### src/rtl/demux_pkg.sv
// Shared types and constants for the buffered 1-to-2 stream demultiplexer.
package demux_pkg;

  localparam int DEF_WIDTH = 4;
  localparam int CNT_W     = 8;

  typedef enum logic [1:0] {
    EMPTY = 2'd0,
    ONE   = 2'd1,
    FULL  = 2'd2
  } chan_state_t;

endpackage

### src/rtl/demux_channel_buffer.sv
// One output channel: 2-entry FIFO (head + tail registers) with valid/ready output.
// Optional delivered-word counter when DEMUX_COUNT_EN is defined.
module demux_channel_buffer
  import demux_pkg::*;
#(
  parameter int WIDTH = DEF_WIDTH
) (
  input  logic             clk,
  input  logic             rst,
  input  logic             push,
  input  logic [WIDTH-1:0] push_data,
  output logic             full,
  output logic             out_valid,
  input  logic             out_ready,
  output logic [WIDTH-1:0] out_data
`ifdef DEMUX_COUNT_EN
  ,
  output logic [CNT_W-1:0] out_count
`endif
);

  chan_state_t      state_p1;
  chan_state_t      state_nxt;
  logic [WIDTH-1:0] head_p1;
  logic [WIDTH-1:0] tail_p1;
  logic             pop;
  logic             load_head;
  logic             head_from_tail;
  logic             load_tail;

  assign out_valid = (state_p1 != EMPTY);
  assign full      = (state_p1 == FULL);
  assign out_data  = head_p1;
  assign pop       = out_valid && out_ready;

  always_comb begin
    state_nxt      = state_p1;
    load_head      = 1'b0;
    head_from_tail = 1'b0;
    load_tail      = 1'b0;
    unique case (state_p1)
      EMPTY: begin
        if (push) begin
          state_nxt = ONE;
          load_head = 1'b1;
        end
      end
      ONE: begin
        // Push with a simultaneous pop replaces the head in place.
        if (push && pop) begin
          load_head = 1'b1;
        end else if (push) begin
          state_nxt = FULL;
          load_tail = 1'b1;
        end else if (pop) begin
          state_nxt = EMPTY;
        end
      end
      FULL: begin
        if (pop) begin
          state_nxt      = ONE;
          load_head      = 1'b1;
          head_from_tail = 1'b1;
        end
      end
      default: state_nxt = EMPTY;
    endcase
  end

  // Stage p1: channel state and head word (head cleared on reset so outputs read zero)
  always_ff @(posedge clk) begin
    if (rst) begin
      state_p1 <= EMPTY;
      head_p1  <= '0;
    end else begin
      state_p1 <= state_nxt;
      if (load_head) head_p1 <= head_from_tail ? tail_p1 : push_data;
    end
  end

  always_ff @(posedge clk) begin
    if (load_tail) tail_p1 <= push_data;
  end

`ifdef DEMUX_COUNT_EN
  always_ff @(posedge clk) begin
    if (rst) out_count <= '0;
    else if (pop) out_count <= out_count + CNT_W'(1);
  end
`endif

endmodule

### src/rtl/two_to_one_demux_buffered.sv
// Registered 1-to-2 stream demux: steers each input word to channel in_sel.
// Define DEMUX_COUNT_EN to add per-channel delivered-word counters.
module two_to_one_demux_buffered
  import demux_pkg::*;
#(
  parameter int WIDTH = DEF_WIDTH
) (
  input  logic             clk,
  input  logic             rst,
  input  logic             in_valid,
  output logic             in_ready,
  input  logic [WIDTH-1:0] in_data,
  input  logic             in_sel,
  output logic             out0_valid,
  input  logic             out0_ready,
  output logic [WIDTH-1:0] out0_data,
  output logic             out1_valid,
  input  logic             out1_ready,
  output logic [WIDTH-1:0] out1_data
`ifdef DEMUX_COUNT_EN
  ,
  output logic [CNT_W-1:0] out0_count,
  output logic [CNT_W-1:0] out1_count
`endif
);

  logic full0;
  logic full1;
  logic accept;

  // Ready depends only on the selected channel's occupancy, never on consumer ready.
  assign in_ready = in_sel ? !full1 : !full0;
  assign accept   = in_valid && in_ready;

  demux_channel_buffer #(.WIDTH(WIDTH)) u_ch0 (
    .clk       (clk),
    .rst       (rst),
    .push      (accept && !in_sel),
    .push_data (in_data),
    .full      (full0),
    .out_valid (out0_valid),
    .out_ready (out0_ready),
    .out_data  (out0_data)
`ifdef DEMUX_COUNT_EN
    ,
    .out_count (out0_count)
`endif
  );

  demux_channel_buffer #(.WIDTH(WIDTH)) u_ch1 (
    .clk       (clk),
    .rst       (rst),
    .push      (accept && in_sel),
    .push_data (in_data),
    .full      (full1),
    .out_valid (out1_valid),
    .out_ready (out1_ready),
    .out_data  (out1_data)
`ifdef DEMUX_COUNT_EN
    ,
    .out_count (out1_count)
`endif
  );

endmodule

### config.mk
export PLATFORM = sky130hd
export DESIGN_NAME = two_to_one_demux_buffered
export DESIGN_NICKNAME = d
export VERILOG_FILES = /design/src/rtl/demux_pkg.sv /design/src/rtl/demux_channel_buffer.sv /design/src/rtl/two_to_one_demux_buffered.sv
export SDC_FILE = /design/constraint.sdc
export NUM_CORES = 1
export LEC_CHECK = 0
export BUFFER_PORTS_ARGS = -buffer_cell sky130_fd_sc_hd__buf_4
export CAP_MARGIN = 10
export CORE_ASPECT_RATIO = 0.75
export CORE_MARGIN = 4
export CORE_UTILIZATION = 35
export DETAILED_ROUTE_END_ITERATION = 8
export SETUP_SLACK_MARGIN = 0.05
export SLEW_MARGIN = 20
export SYNTH_ARGS = -nofsm -noshare
export SYNTH_HDL_FRONTEND = slang
export SYNTH_SLANG_ARGS = --single-unit
### constraint.sdc
create_clock -name clk -period 1.4 [get_ports clk]
set_clock_uncertainty 0.15 [all_clocks]
set_input_delay 0.07 -clock clk [delete_from_list [all_inputs] [get_ports clk]]
set_output_delay 0.07 -clock clk [all_outputs]
set_load 0.1 [all_outputs]
==> run_results.csv <==
group,metric,value,unit
run_status,status,"finished with violations",
run_status,violations,"negative setup slack",
pwr,totalPowerFinal,1430,µW
clock_tree,cts.sinks,20,
setup_path,critPathArrivalTime,1.18,ns
timing,fin_ws,-0.000563,ns
synth,syn_inst,81,
synth,ys.flop_type,"dfxtp_1",
grt,antenna_found_initial,0,
synth,syn_area_per_cell,10.7,µm²
grt,gr-usage-met2,22.4,%
clock_tree,insertion_delay,0.30,ns
timing,finalCritPeriodShare,100,%
synth,async_flop_share,0,%
layout,nets,130,
route,avgViaCountPerCell,5.09,
setup_path,worstSetupPathType,"flop to primary output",
route,final_antenna_net_count,0,
synth,synth.largest_area_cell,"dfxtp_1",
placement,hpwlAfterDp,1.43,mm
grt,grt_util_met1,17.3,%
timing,tns,-0.000563,ns
clock_tree,cts_tree,"built",
timing,timing.hold.ws,0.150,ns
grt,grt_max_degree,13,
placement,place_congestion,0.717,
timing,worst_pin_slew,0.295,ns
route,drtIter0Drc,19,
clock_tree,numCtsBuffers,3,
synth,yosysSeqAreaShare,55.3,%
die,std_cell_rows,15,
pwr,p_leak,0.000544,µW
layout,antennaDiodeCount,0,
die,die-area,3350,µm²
timing,fmax,714,MHz
grt,busiest_layer,"met2",
route,wire_per_inst,13.5,µm
synth,yosys_warnings,0,
timing,relSlewSlack,80.3,%
grt,grt_overflow,0,
clock_tree,clock_path_buffers,2,
timing,rsz0062_at_grt,"true",
route,drc,0,
setup_path,cp.required,1.18,ns
layout,instances_no_fill,153,
die,core-area,2330,µm²
grt,track_usage,13.9,%
synth,synth_edf_count,8,
placement,placedCellCount,138,
layout,drive_gt1_share,57.1,%
grt,grt_pass1_wl,3.48,mm
timing,finalCriticalPeriod,1.40,ns
hold_path,hold_path_class,"primary input to flop",
grt,grt_use_met3,5.05,%
placement,port_buffers,20,
synth,synth.top_cell.area_share,27.6,%
setup_path,critPathMaxFanout,4,
synth,ys_types,26,
synth,netlist_area,870,µm²
timing,setup_violations,1,
clock_tree,clk_pin_slew,0.12,ns
route,vias,779,
route,drt_wl_total,2.07,mm
run,cap_viol_max_count,0,
layout,area_delta_synth_final,62.2,%
timing,drv_slew,0,
pwr,power_density,1020,nW/µm²
synth,synth_area_leaders,"dfxtp_1, edfxtp_1, a21oi_1, a22oi_1, mux2i_1",
die,start_util,37.4,%
synth,synth_common_cells,"a21oi_1, dfxtp_1, a22oi_1, edfxtp_1, nand2_1",
grt,grt_pass1_vias,742,
clock_tree,htreeDepth,1,
layout,fill_cells,213,
synth,yosys_register_bits,20,
setup_path,critPathLaunchType,"flop",
pwr,max-vdd-ir-drop,0.000625,V
die,io_pins,21,
setup_path,end_kind,"primary output",
die,die_w,65.6,µm
timing,hold_violations,0,
clock_tree,root_buffer,"clkbuf_4",
die,die_y,51.2,µm
route,drt-pass1-iter-count,4,
synth,synthesis.nets,91,
final timing paths:
check,start,endpoint,slack [ns],cells past startpoint
worst min-delay path,in_sel,u_ch0.tail_p1[0],0.15,3
worst max register to register,u_ch0.state_p1[1],u_ch0.out_data[2],0.01,4
worst min register to register,u_ch0.out_data[1],u_ch0.out_data[1],0.31,2
worst max-delay path,u_ch0.state_p1[1],out0_valid,-0.0006,3
cell families after synthesis:
kind of cell | after synthesis | share of synthesized area, %
compound gates | 26 | 19.4
buf+inv | 2 | 0.862
flops | 20 | 55.3
mux | 3 | 3.45
simple gates | 30 | 21.0
stage by stage:
| step | cell area (µm²) | util (%) | setup WS [ns] |
|---|---|---|---|
| detailed placement | 1120 | 48.3 | 0.00518 |
| floorplan | 905 | - | 0.0508 |
| global placement | 1120 | 48.3 | 0.0414 |
| finish | 1410 | 60.6 | -0.000563 |
| CTS | 1370 | 58.9 | 0.000332 |
| global route | 1410 | 60.6 | -0.0488 |
flip-flops by register name (all words and copies together), names as in the netlist:
signal          flops
u_ch0.tail_p1       4
u_ch1.state_p1      2
u_ch0.state_p1      2
u_ch0.out_data      4
u_ch1.out_data      4
u_ch1.tail_p1       4
worst max-delay path, stage by stage (launching register included):
cell	delay, ns
dfxtp_2	0.36
buf_6	0.12
or2_4	0.23
buf_12	0.16
cell type report:
class                      instances  area (µm²)  share of cell area (%)
tap                               34        42.5                    3.02
multi-input combinational         59         479                    34.0
clock buffer                       3        22.5                    1.60
sequential                        20         503                    35.7
inverter                           1        3.75                   0.266
clock inverter                     1        30.0                    2.13
timing repair buffer              35         329                    23.3
cells in the final DEF, fill, tap and decap left out, types with 2 or more instances in the layout:
master	instances
dlygate4sd3_1	7
nor2b_4	2
buf_4	22
nor2_1	3
buf_12	3
o22a_1	2
nand2_1	7
a22oi_1	4
nor2_4	2
clkbuf_4	3
a21oi_1	10
dfxtp_2	9
and3b_2	2
a22oi_2	4
mux2i_1	2
buf_6	3
dfxtp_4	3
edfxtp_1	8
a21oi_2	2
or2_4	2
nor2b_1	2
nor3_2	2
per-layer routing:
layer | share of wire [%] | vias up
met3 | 5.5 | 2
met1 | 46 | 377
li1 | - | 378
met2 | 48 | 22
met4 | 0.68 | 0
met5 | 0 | -
report_power, final:
group          internal, µW  switching (µW)
clock network           289             182
logic                   118             201
registers               624            17.5
total                  1030             400
what timing repair did:
item                                    4_1_cts  5_1_grt
pin swaps                                     6        8
buffers inserted                              4        0
gates resized for setup                      26       11
hold endpoints to repair                     20        0
endpoints found under the setup margin       15       22
hold buffers                                  7        0
(Power assumes the default switching activity.)
